<file path="src/rtl/alu_arbiter_if.sv">
// Bus between the two requesters, the shared ALU and the arbiter.
// The slave modport is the arbiter's view; master is the environment's view.
interface alu_arbiter_if #(
    parameter int WIDTH = 32
);
    logic             req0;
    logic [WIDTH-1:0] a0;
    logic [WIDTH-1:0] b0;
    logic [2:0]       op0;
    logic             req1;
    logic [WIDTH-1:0] a1;
    logic [WIDTH-1:0] b1;
    logic [2:0]       op1;
    logic             gnt0;
    logic             gnt1;
    logic [WIDTH-1:0] alu_a;
    logic [WIDTH-1:0] alu_b;
    logic [2:0]       alu_op;
    logic [WIDTH-1:0] alu_c;
    logic             done0;
    logic             done1;
    logic [WIDTH-1:0] result;
    logic             err;

    modport slave (
        input  req0, a0, b0, op0, req1, a1, b1, op1, alu_c,
        output gnt0, gnt1, alu_a, alu_b, alu_op, done0, done1, result, err
    );

    modport master (
        output req0, a0, b0, op0, req1, a1, b1, op1, alu_c,
        input  gnt0, gnt1, alu_a, alu_b, alu_op, done0, done1, result, err
    );
endinterface

</file>
<file path="src/rtl/alu_arbiter.sv">
// Round-robin arbiter that lends one shared combinational ALU to two requesters,
// one operation every three cycles: sample/grant, execute, return result.
module alu_arbiter #(
    parameter int WIDTH = 32
) (
    input  logic           clk,
    input  logic           reset,
    alu_arbiter_if.slave   bus
);

    typedef enum logic [1:0] {
        IDLE,
        EXEC,
        DONE
    } state_t;

    state_t state;
    state_t nextState;
    logic   prio;
    logic   owner;
    logic   take;
    logic   winner;
    logic   badOp;

    assign badOp = (bus.alu_op == 3'b110) || (bus.alu_op == 3'b111);

    always_ff @(posedge clk or posedge reset) begin
        if (reset) begin
            state <= IDLE;
        end else begin
            state <= nextState;
        end
    end

    // Requests are only looked at in IDLE; a tie goes to the requester named by prio.
    always_comb begin
        nextState = state;
        take      = 1'b0;
        winner    = 1'b0;
        case (state)
            IDLE: begin
                if (bus.req0 || bus.req1) begin
                    take      = 1'b1;
                    winner    = (bus.req0 && bus.req1) ? prio : bus.req1;
                    nextState = EXEC;
                end
            end
            EXEC:    nextState = DONE;
            DONE:    nextState = IDLE;
            default: nextState = IDLE;
        endcase
    end

    // ALU inputs are left holding their last issued values between operations.
    always_ff @(posedge clk or posedge reset) begin
        if (reset) begin
            bus.gnt0   <= 1'b0;
            bus.gnt1   <= 1'b0;
            bus.done0  <= 1'b0;
            bus.done1  <= 1'b0;
            bus.err    <= 1'b0;
            bus.result <= '0;
            bus.alu_a  <= '0;
            bus.alu_b  <= '0;
            bus.alu_op <= '0;
            owner      <= 1'b0;
            prio       <= 1'b0;
        end else begin
            bus.gnt0  <= 1'b0;
            bus.gnt1  <= 1'b0;
            bus.done0 <= 1'b0;
            bus.done1 <= 1'b0;
            bus.err   <= 1'b0;
            case (state)
                IDLE: begin
                    if (take) begin
                        bus.alu_a  <= winner ? bus.a1 : bus.a0;
                        bus.alu_b  <= winner ? bus.b1 : bus.b0;
                        bus.alu_op <= winner ? bus.op1 : bus.op0;
                        owner      <= winner;
                        bus.gnt0   <= ~winner;
                        bus.gnt1   <= winner;
                    end
                end
                EXEC: begin
                    bus.result <= badOp ? '0 : bus.alu_c;
                    bus.err    <= badOp;
                    bus.done0  <= ~owner;
                    bus.done1  <= owner;
                end
                DONE: begin
                    prio <= ~owner;
                end
                default: begin
                end
            endcase
        end
    end

endmodule
</file>
<file path="src/flat_wrapper.sv">
// flat-port wrapper written by rule: the top's interface ports become plain ports
module alu_arbiter_flat 
#(
    parameter int WIDTH = 32
)
  (clk, reset, bus_req0, bus_a0, bus_b0, bus_op0, bus_req1, bus_a1, bus_b1, bus_op1, bus_alu_c, bus_gnt0, bus_gnt1, bus_alu_a, bus_alu_b, bus_alu_op, bus_done0, bus_done1, bus_result, bus_err);
  alu_arbiter_if #(.WIDTH(WIDTH)) bus_i ();
  input  logic clk;
  input  logic reset;
  input wire logic [$bits(bus_i.req0)-1:0] bus_req0;
  input wire logic [$bits(bus_i.a0)-1:0] bus_a0;
  input wire logic [$bits(bus_i.b0)-1:0] bus_b0;
  input wire logic [$bits(bus_i.op0)-1:0] bus_op0;
  input wire logic [$bits(bus_i.req1)-1:0] bus_req1;
  input wire logic [$bits(bus_i.a1)-1:0] bus_a1;
  input wire logic [$bits(bus_i.b1)-1:0] bus_b1;
  input wire logic [$bits(bus_i.op1)-1:0] bus_op1;
  input wire logic [$bits(bus_i.alu_c)-1:0] bus_alu_c;
  output wire logic [$bits(bus_i.gnt0)-1:0] bus_gnt0;
  output wire logic [$bits(bus_i.gnt1)-1:0] bus_gnt1;
  output wire logic [$bits(bus_i.alu_a)-1:0] bus_alu_a;
  output wire logic [$bits(bus_i.alu_b)-1:0] bus_alu_b;
  output wire logic [$bits(bus_i.alu_op)-1:0] bus_alu_op;
  output wire logic [$bits(bus_i.done0)-1:0] bus_done0;
  output wire logic [$bits(bus_i.done1)-1:0] bus_done1;
  output wire logic [$bits(bus_i.result)-1:0] bus_result;
  output wire logic [$bits(bus_i.err)-1:0] bus_err;
  assign bus_i.req0 = bus_req0;
  assign bus_i.a0 = bus_a0;
  assign bus_i.b0 = bus_b0;
  assign bus_i.op0 = bus_op0;
  assign bus_i.req1 = bus_req1;
  assign bus_i.a1 = bus_a1;
  assign bus_i.b1 = bus_b1;
  assign bus_i.op1 = bus_op1;
  assign bus_i.alu_c = bus_alu_c;
  assign bus_gnt0 = bus_i.gnt0;
  assign bus_gnt1 = bus_i.gnt1;
  assign bus_alu_a = bus_i.alu_a;
  assign bus_alu_b = bus_i.alu_b;
  assign bus_alu_op = bus_i.alu_op;
  assign bus_done0 = bus_i.done0;
  assign bus_done1 = bus_i.done1;
  assign bus_result = bus_i.result;
  assign bus_err = bus_i.err;
  alu_arbiter #(.WIDTH(WIDTH)) u_core (.clk(clk), .reset(reset), .bus(bus_i));
endmodule
</file>
<file path="config.mk">
export PLATFORM = sky130hd
export DESIGN_NAME = alu_arbiter_flat
export DESIGN_NICKNAME = d
export VERILOG_FILES = /design/src/rtl/alu_arbiter_if.sv /design/src/rtl/alu_arbiter.sv /design/src/flat_wrapper.sv
export SDC_FILE = /design/constraint.sdc
export NUM_CORES = 1
export LEC_CHECK = 0
export ABC_AREA = 1
export ABC_CLOCK_PERIOD_IN_PS = 3500
export CAP_MARGIN = 20
export CORE_ASPECT_RATIO = 0.5
export CORE_MARGIN = 2
export CORE_UTILIZATION = 36
export CTS_CLUSTER_DIAMETER = 60
export DETAILED_ROUTE_END_ITERATION = 10
export PLACE_DENSITY = 0.75
export SYNTH_ARGS = -nofsm -noshare
export SYNTH_HDL_FRONTEND = slang
export SYNTH_SLANG_ARGS = --single-unit
</file>
<file path="constraint.sdc">
create_clock -name clk -period 3.5 [get_ports clk]
set_input_delay 0.7 -clock clk [delete_from_list [all_inputs] [get_ports clk]]
set_output_delay 0.7 -clock clk [all_outputs]
set_load 0.02 [all_outputs]
</file>
======== After elaboration in Yosys (flattened, before gate mapping) ========
Cells that the tools add are included.
operators by class
  equal/unequal tests ..................... 5
  muxes and demuxes ....................... 18
  bitwise gates (word level) .............. 2
  reduce and logical (&&, ||, !) cells .... 5
operators with widths
  cell                                                  number
  2-to-1 mux 32 bit                                     3
  2-to-1 mux 1 bit                                      12
  equality test 3 bit (second input constant)           2
  case mux 2 bit (2 select lines)                       1
  2-to-1 mux 3 bit                                      1
  equality test 2 x 1 -> 1 bit (second input constant)  1
  equality test 2 bit (second input constant)           1
  zero test 2 bit                                       1
  logical OR 1 bit                                      2
  2-to-1 mux 2 bit                                      1
  != test 2 x 1 -> 1 bit (second input constant)        1
  NOT 1 bit                                             2
  AND reduction 2 bit                                   1
  logical AND 1 bit                                     1
storage, ports and cells
  register bits after elaboration ......... 108
  input bits .............................. 170
  logic and storage cells ................. 42
  output and inout bits ................... 104

======== Longest topological paths before layout ========
  word-level depth ........................ 7
  mapped depth ............................ 8
  gate-level depth less buffers ........... 7

======== Worst setup path after synthesis ========
Ideal clock, no wire load.
  kind .................................... input to register
  start ................................... input port bus_req1
  end ..................................... register u_core.bus.alu_op[2]
  stages .................................. 8
  data required time ...................... 3383 ps
  library setup time ...................... 117 ps
  buffers on the path ..................... 3
  setup slack ............................. 1922 ps
  arrival ................................. 1462 ps
  path through ............................ buf_2 nor2_2 nor2_4 inv_2 buf_6 buf_6 nand2_1 nand2_1
between the ends
  longest elaborated chain between the ends .. 5
  elaborated cells on any way between the ends .. 9
  classes of those cells .................. mux (6); reduce/logical (3)
ends and longest elaborated chain
  element               line                  text
  start, declared       flat_wrapper.sv:14    input wire logic [$bits(bus_i.req1)-1:0] bus_req1;
  logical AND 1 bit     alu_arbiter.sv:44     winner = (bus.req0 && bus.req1) ? prio : bus.req1;
  2-to-1 mux 1 bit      alu_arbiter.sv:44
  2-to-1 mux 1 bit      alu_arbiter.sv:42     if (bus.req0 || bus.req1) begin
  2-to-1 mux 1 bit      alu_arbiter.sv:40     case (state)
  2-to-1 mux 3 bit      alu_arbiter.sv:79     bus.alu_op <= winner ? bus.op1 : bus.op0;
  end signal, assigned  alu_arbiter.sv:79
  end, declared         alu_arbiter_if.sv:27  output gnt0, gnt1, alu_a, alu_b, alu_op, done0, done1, result, err
Several ways; a longest one is shown, not always the timed one.
A chain may end at the register's enable or synchronous reset.

======== Worst setup path in the final report ========
  start ................................... input port bus_req1
  end ..................................... register u_core.bus.alu_b[16]
between the ends
  longest elaborated chain between the ends .. 5
  elaborated cells on any way between the ends .. 9
  classes of those cells .................. mux (6); reduce/logical (3)
ends and longest elaborated chain
  element               line                  text
  logical AND 1 bit     alu_arbiter.sv:44
  2-to-1 mux 1 bit      alu_arbiter.sv:44
  2-to-1 mux 1 bit      alu_arbiter.sv:42
  2-to-1 mux 1 bit      alu_arbiter.sv:40
  2-to-1 mux 32 bit     alu_arbiter.sv:78     bus.alu_b <= winner ? bus.b1 : bus.b0;
  end signal, assigned  alu_arbiter.sv:78
  end, declared         alu_arbiter_if.sv:27
Several ways; a longest one is shown, not always the timed one.

==> reports/metrics.csv <==
metric,value,unit
pwr-share-clk,0.158,
syn_inst,692,
rsz0062_at_grt,no,
finalHoldViolCount,0,
crit_path_start_kind,input pin,
post_cts_buffers,0,
grt_pass1_vias,5054,
drive_gt1_frac,0.04092,
htree_levels,3,
holdCritPathClass,reg -> reg,
antenna_found_initial,0,
cts_root_buf,clkbuf_16,
grt_pass1_wl,26200,µm
yosys.area.top_type,dfrtp_1,
start_util,0.3749,
antenna_cells,0,
p_sw,3.014,mW
clk_path_buf_depth,2,
irDropWorstVdd,0.4095,mV
fp-row-count,30,
setup_tns,0,ns
status,"finished, final reports clean",
p_per_area,859.4,mW/mm²
ys_types,17,
fmax,0.4391,GHz
tightest_slew,0.7785,ns
drtIter0Drc,295,
synthTopCellsByArea,"dfrtp_1, nand2_1, nand3_1, inv_1, buf_2",
yosysSeqAreaShare,0.5233,
maxCapViolCount,0,
num_io_pins,274,
numCtsBuffers,9,
core_area,0.01378,mm²
drc_errors,0,
syn-cell-area,0.005165,mm²
synth-seq-cells,108,
area_growth,62.48,%
pwr-share-seq,0.302,
skew,0.01175,ns
vias,5218,
dieHeight,88.70,µm
fin_crit_sh,0.6507,
criticalPathCategory,in -> reg,
cts.sinks,108,
syn_avg_cell_area,7.464,µm²
wl_per_cell,14.53,µm
place_hpwl,11960,µm
grtUsageTotal,0.2142,
dieArea,0.01538,mm²
fin_area,0.008392,mm²
cts.clk_slew.worst_paths,0.07,ns
cp_max_fo,70,
slew_headroom,0.4810,
dr.pass1.iters,4,
cts_resized,0,
pwr-share-comb,0.540,
wirelength,16640,µm
power_leakage,4.324,nW
hold_buffers,0,
async_flop_share,1.000,
yosysWarnings,0,
required,3.79,ns
clk_latency,0.35,ns
finalSetupViolCount,0,
synth_enable_flop_cells,0,
utilization,0.6092,
power.total,7.212,mW
synthFlopType,dfrtp_1,
cp.arrival,2.57,ns
ant_nets,0,
cts_tree,built,
synth_top_cell_area_share,0.5233,
numPortBuffers,273,
gr-total-overflow,0,
vias_per_cell,4.557,
intPower,4.198,mW
synth.most_common_cell,nand2_1,
syn_nets,862,
gp_congestion,0.8805,
finalCriticalPeriod,2.277,ns
placed_area,0.008059,mm²
drv_slew,0,
nNetsFinal,1118,
grt_max_degree,71,
fp.dieW,173.4,µm
endpoint_kind,register,
synth_common_cells,"nand2_1, nand3_1, dfrtp_1",
power_switching_share,0.4179,
[critical path: stages]
cell and delay [ns]:
clkdlybuf4s50_1 0.69, nor2_2 0.10, nor2_4 0.12, buf_4 0.62, nand2_1 0.13, inv_1 0.08
nand2_1 0.05, nand2_1 0.06
[cell usage in the layout (no fill, tap or decap)]
cell type	netlist	layout
nand2_1	295	295
clkdlybuf4s50_1	0	273
nand3_1	135	135
dfrtp_1	108	108
inv_1	97	96
clkbuf_16	0	9
buf_4	4	9
inv_2	4	4
nor2_1	4	4
nor2_2	2	2
nor2_4	2	2
clkinvlp_4	0	2
bufinv_16	0	2
inv_6	0	2
buf_12	0	2
nand3_2	1	1
nand2_2	1	1
a21oi_1	1	1
a31oi_1	1	1
o21ai_0	1	1
clkbuf_8	0	1
clkinv_4	0	1
buf_16	0	1
[final timing paths]
| check | from | endpoint | slack (ns) | cells past startpoint |
|---|---|---|---|---|
| max in group asynchronous | reset | u_core.bus.alu_b[7] | 1.91 | 3 |
| max reg2reg | u_core.state[1] | u_core.bus.alu_b[16] | 1.80 | 8 |
| max | bus_req1 | u_core.bus.alu_b[16] | 1.22 | 8 |
| min | u_core.owner | u_core.bus.done0 | 0.47 | 1 |
| min in group asynchronous | reset | u_core.bus.alu_a[26] | 0.83 | 2 |
| min reg2reg | u_core.owner | u_core.bus.done0 | 0.47 | 1 |
[cells by family after synthesis]
| group | synth area share |
|---|---|
| DFF | 0.5233 |
| AOI/OAI and AO/OA | 0.003148 |
| buffers and inverters | 0.1156 |
| and+or+nand+nor | 0.3580 |
[metrics by stage]
stage | worst slack [ns] | std cells | hold slack, ns
after floorplan | 1.499 | 692 | 0.4260
after global placement | 0.8971 | 1128 | 0.4460
after detailed placement | 0.8766 | 1129 | 0.4588
after CTS | 1.241 | 1145 | 0.4657
after global routing | 1.070 | 1145 | 0.4928
final | 1.223 | 1145 | 0.4694
[final cells by class]
class / instances / area (µm²)
fill: 1182 / 5384
tap: 192 / 240.2
inverter: 101 / 382.9
multi-input combinational: 443 / 1866
timing repair buffer: 285 / 2868
clock inverter: 6 / 93.84
clock buffer: 10 / 239.0
sequential: 108 / 2703
[per-layer routing]
layer | share of wire | routed length, µm | up-vias | track usage
met5 | 0 | 0 | - | 0
met2 | 0.51 | 8467 | 152 | 0.3880
met3 | 0.052 | 868 | 27 | 0.04854
met4 | 0.023 | 387 | 0 | 0.06394
li1 | - | - | 2610 | -
met1 | 0.42 | 6916 | 2429 | 0.2613
[registers in the layout, summed over array words and instances, names as in the netlist]
name	cells
u_core.bus.alu_a	32
u_core.bus.alu_b	32
u_core.bus.result	32
u_core.bus.alu_op	3
u_core.state	2
u_core.bus.done0	1
u_core.bus.done1	1
u_core.bus.err	1
u_core.bus.gnt0	1
u_core.bus.gnt1	1
u_core.owner	1
u_core.prio	1
[power groups by stage]
| stage | sequential [mW] | clock, mW | combinational [mW] |
|---|---|---|---|
| CTS | 2.18 | 1.17 | 3.94 |
| global placement | 2.18 | 0 | 3.84 |
| detailed placement | 2.19 | 0 | 3.93 |
| global route | 2.25 | 1.21 | 4.24 |
| floorplan | 2.89 | 0 | 1.45 |
| finish | 2.18 | 1.14 | 3.90 |
Power figures use the tool's default switching activity.
